--- src/rtl/jk_mod_counter.sv ---
// Mod-N up/down counter built on a JK flip-flop bank.
// Emits per-bit J/K excitation plus tc, wrap and load_err strobes.
//
// Ports:
//   clk      rising-edge clock
//   rst      synchronous active-low reset
//   en       count enable
//   up       direction, 1 = up, 0 = down
//   load     parallel load request (wins over en)
//   din      load value; values >= MODULUS saturate to MODULUS-1
//   q, qb    JK bank outputs and their complement
//   j_exc    J excitation for the next edge
//   k_exc    K excitation for the next edge
//   tc       terminal count for the current direction
//   wrap     one-cycle pulse after a counting wrap
//   load_err one-cycle pulse after a saturated load
module jk_mod_counter #(
    parameter int WIDTH   = 4,
    parameter int MODULUS = 10
) (
    input  logic             clk,
    input  logic             rst,
    input  logic             en,
    input  logic             up,
    input  logic             load,
    input  logic [WIDTH-1:0] din,
    output logic [WIDTH-1:0] q,
    output logic [WIDTH-1:0] qb,
    output logic [WIDTH-1:0] j_exc,
    output logic [WIDTH-1:0] k_exc,
    output logic             tc,
    output logic             wrap,
    output logic             load_err
);

    localparam logic [WIDTH-1:0] MAXV = WIDTH'(MODULUS - 1);
    // One extra bit so MODULUS = 2^WIDTH is representable.
    localparam logic [WIDTH:0]   MODW = (WIDTH + 1)'(MODULUS);

    logic [WIDTH-1:0] t;
    logic [WIDTH-1:0] q_next;
    logic             at_max;
    logic             at_zero;
    logic             din_ok;
    logic             sat;

    assign at_max  = (q == MAXV);
    assign at_zero = (q == '0);
    assign din_ok  = ({1'b0, din} < MODW);

    always_comb begin
        t   = q;
        sat = 1'b0;
        if (load) begin
            if (din_ok) begin
                t = din;
            end else begin
                t   = MAXV;
                sat = 1'b1;
            end
        end else if (en) begin
            if (up) begin
                t = at_max ? '0 : q + 1'b1;
            end else begin
                t = at_zero ? MAXV : q - 1'b1;
            end
        end
    end

    // Fully specified excitation: set on 0->1, reset on 1->0, hold else.
    assign j_exc = t & ~q;
    assign k_exc = ~t & q;

    // JK characteristic equation drives the bank.
    assign q_next = (j_exc & ~q) | (~k_exc & q);

    assign tc = (up & at_max) | (~up & at_zero);
    assign qb = ~q;

    always_ff @(posedge clk) begin
        if (!rst) begin
            q        <= '0;
            wrap     <= 1'b0;
            load_err <= 1'b0;
        end else begin
            q        <= q_next;
            wrap     <= en & ~load & tc;
            load_err <= sat;
        end
    end

endmodule

--- config.mk ---
export PLATFORM = sky130hd
export DESIGN_NAME = jk_mod_counter
export DESIGN_NICKNAME = d
export VERILOG_FILES = /design/src/rtl/jk_mod_counter.sv
export SDC_FILE = /design/constraint.sdc
export NUM_CORES = 1
export LEC_CHECK = 0
export ABC_AREA = 1
export BUFFER_PORTS_ARGS = -buffer_cell sky130_fd_sc_hd__buf_2
export CORE_MARGIN = 3
export CORE_UTILIZATION = 35
export CTS_CLUSTER_DIAMETER = 80
export DETAILED_ROUTE_END_ITERATION = 10
export SETUP_SLACK_MARGIN = 0.2
export SYNTH_ARGS = -nofsm -noshare
export SYNTH_HDL_FRONTEND = slang
export SYNTH_SLANG_ARGS = --single-unit
--- constraint.sdc ---
create_clock -name clk -period 1.8 [get_ports clk]
set_input_delay 0.18 -clock clk [delete_from_list [all_inputs] [get_ports clk]]
set_output_delay 0.18 -clock clk [all_outputs]
set_load 0.02 [all_outputs]
==> results.json <==
{
  "syn-num-nets": 95,
  "synth_area_leaders": "dfxtp_1 (22%), nand2_1 (12%), nor2_1 (8.2%)",
  "worst_slew_pin_slew_ns": 0.717,
  "hp-start": "din[3]",
  "synth_top_area_cell": "dfxtp_1",
  "dp_slack_ns": 0.117,
  "arrival_ns": 1.73,
  "wl_met3_um": 118,
  "die_w_um": 45.5,
  "hold_violations": 0,
  "finalMaxSlewViolations": 0,
  "synth_top_area_share_pct": 22.0,
  "synthMuxAreaShare_pct": 0,
  "wl_met2_um": 1060,
  "comb_power_share_pct": 48.9,
  "cts-htree-levels": 1,
  "drive_gt1_share_pct": 59.3,
  "yosysSeqAreaShare_pct": 22.0,
  "diodes": 0,
  "status": "finished with violations",
  "netlist_top_cells_count": "nand2_1 (18), nor2_1 (12), inv_1 (8)",
  "power_density_mw_per_mm2": 615,
  "cts_hold_buffers": 0,
  "io_buffers": 27,
  "dp_hpwl_um": 1240,
  "violations": "negative setup slack",
  "cap_violations": 0,
  "grt_setup_unrepaired": "true",
  "hold_end": "load_err$_SDFF_PN0_",
  "finalWirelength_um": 1990,
  "synthCells": 83,
  "min_path_type": "input pin to flip-flop",
  "num_rows": 13,
  "timing.fmax_mhz": 525,
  "synth_top_family_by_area": "simple AND/OR/NAND/NOR gates",
  "post-route-drc-count": 0,
  "place.gp.congestion": 0.844,
  "cp_top_family": "simple AND/OR/NAND/NOR gates",
  "crit_required_ns": 1.62,
  "clkSlewWorstSetupHoldPaths_ns": 0.05,
  "first_global_vias": 722,
  "whs_path_depth": 3,
  "synth_flop_cell": "dfxtp_1",
  "maxSlewHeadroom_pct": 51.7,
  "top_level_ports": 28,
  "grt_pass1_wl_um": 3020,
  "die_area_mm2": 0.00207,
  "drtIter0Drc": 19,
  "setup_tns_ns": -0.359,
  "overflow": 0,
  "grt_max_degree": 10,
  "routed_via_density": 5.36,
  "cts-buffers-inserted": 3,
  "synthAdderAreaFrac_pct": 6.86,
  "p_leak_nw": 0.477,
  "synth.most_common_cell": "nand2_1",
  "synthArstFlopShare_pct": 0,
  "finalInstanceArea_um2": 967,
  "critical_path_buf_inv_count": 2,
  "r2r_start": "q[1]$_SDFF_PN0_",
  "cts_buffer_depth": 2,
  "reg2reg_slack_ns": 0.27,
  "synth_edf_count": 0,
  "fillerInstances": 131,
  "ys_warn_count": 0,
  "path_max_fanout": 5,
  "clock_skew_ns": 0.00849,
  "layout_setup_ws_ns": -0.106,
  "synthXorXnorAreaFrac_pct": 1.60,
  "detail-route-antenna-nets": 0,
  "fin_nets": 136,
  "synth.distinct_cells": 23,
  "min_period_ns": 1.91,
  "ir_worst_vdd_v": 0.000339,
  "antenna_found_initial": 0,
  "grt_use_total_pct": 20.4,
  "reg2reg_depth": 11,
  "clock-sinks": 6,
  "p_sw_uw": 244,
  "period_share_pct": 106,
  "path_cells": "clkinvlp_4 > ha_4 > nor2_2 > nor2_1 > nand2_1 > nand2_1 > nand2_2 > nand3_4 > a21oi_4 > buf_6",
  "synth_compound_area_share_pct": 14.2,
  "die_y_um": 45.5,
  "syn_area_um2": 547,
  "synthSimpleGateAreaFrac_pct": 44.9,
  "swShare_pct": 41.1,
  "place_area_um2": 738,
  "cp-end-kind": "output port",
  "start_kind": "flip-flop",
  "power_uw": 595,
  "cp_slowest_cell": "dfxtp_4",
  "r2r_end": "q[2]$_SDFF_PN0_",
  "dr.max_layer_used": "met4",
  "vias": 740,
  "worstSetupPathType": "flip-flop to output port",
  "ys_ff_latch": 6,
  "seqPwrFrac_pct": 27.0,
  "start_util_pct": 39.5,
  "tritoncts": "done",
  "first_pass_iters": 4,
  "clk_latency_ns": 0.26,
  "setup_violations": 7,
  "avgSynthCellArea_um2": 6.59,
  "area_growth_pct": 76.9,
  "wl_per_cell_um": 14.4,
  "internal_power_uw": 350,
  "clkPwrFrac_pct": 24.1,
  "wl_met1_um": 778,
  "slowest_delay_ns": 0.36,
  "cpMostUsedCell": "nand2_1",
  "root_buffer": "clkbuf_4",
  "core_area_mm2": 0.00138
}
kinds of logic (layout without fill, tap and decap cells):
| group | after synthesis | after routing |
|---|---|---|
| buffers and inverters | 13 | 53 |
| AO/OA/AOI/OAI | 11 | 11 |
| adder cells (fa/ha/maj) | 3 | 3 |
| XOR/XNOR | 1 | 1 |
| AND/OR/NAND/NOR | 49 | 49 |
| flip-flops | 6 | 6 |
state kept, by name, summed over array words and instances (netlist names):
signal    cells
load_err      1
q             4
wrap          1
worst register-to-register path: cells and delay by family (launching register included):
family / cells / cell delay [ns]
simple gates: 8 / 0.56
fa+ha+maj: 1 / 0.22
flops: 1 / 0.36
buf+inv: 2 / 0.25
power groups by stage:
stage	registers [mW]	clock network, mW	logic (mW)
6_report	0.160	0.144	0.291
5_1_grt	0.162	0.155	0.314
4_1_cts	0.158	0.149	0.265
3_5_place_dp	0.161	0	0.210
3_3_place_gp	0.160	0	0.209
2_1_floorplan	0.162	0	0.147
metal layers:
metal	up-vias	track usage [%]
met3	5	5.93
met1	353	21.6
met4	0	8.77
met2	30	36.8
met5	-	0
li1	352	-
worst max-delay path by stage:
stage / from / to / slack (ns) / depth (start not counted)
after floorplan: q[1]$_SDFF_PN0_ / j_exc[1] / 0.06 / 7
after global placement: q[1]$_SDFF_PN0_ / j_exc[2] / 0.13 / 11
after detailed placement: q[1]$_SDFF_PN0_ / j_exc[2] / 0.12 / 9
after CTS: q[1]$_SDFF_PN0_ / k_exc[1] / -0.07 / 8
after global routing: q[1]$_SDFF_PN0_ / k_exc[2] / -0.21 / 10
final: q[1]$_SDFF_PN0_ / k_exc[2] / -0.11 / 10
final cells by class:
cell class	count	area [um2]	share of cell area (%)
Clock buffer	4	26.3	2.72
Inverter	11	47.5	4.92
Multi-Input combinational cell	64	482	49.8
Sequential cell	6	130	13.5
Tap cell	15	18.8	1.94
Timing Repair Buffer	38	263	27.2
cell usage in the layout, fill, tap and decap left out, types with 2 or more instances in the layout:
cell,instances
dfxtp_1,2
inv_2,3
o21ai_0,2
clkbuf_4,3
nand2_1,16
buf_4,14
inv_1,6
nand2_4,4
nand3_4,2
nor2_2,3
dfxtp_4,2
buf_2,18
buf_6,6
ha_4,2
a21oi_1,4
nor2_4,2
dfxtp_2,2
nor2_1,7
nand3_1,6
through the flow:
step | util (%) | cells | hold slack [ns]
floorplan | - | 83 | 0.348
global placement | 53.4 | 124 | 0.498
detailed placement | 53.4 | 124 | 0.499
CTS | 66.5 | 136 | 0.234
global route | 70.0 | 138 | 0.275
finish | 70.0 | 138 | 0.244
timing repair:
action,in CTS,in global routing
buffers inserted,8,2
setup endpoints to repair,8,9
pin swaps,5,8
resized for setup,24,9
(Power assumes the default switching activity.)
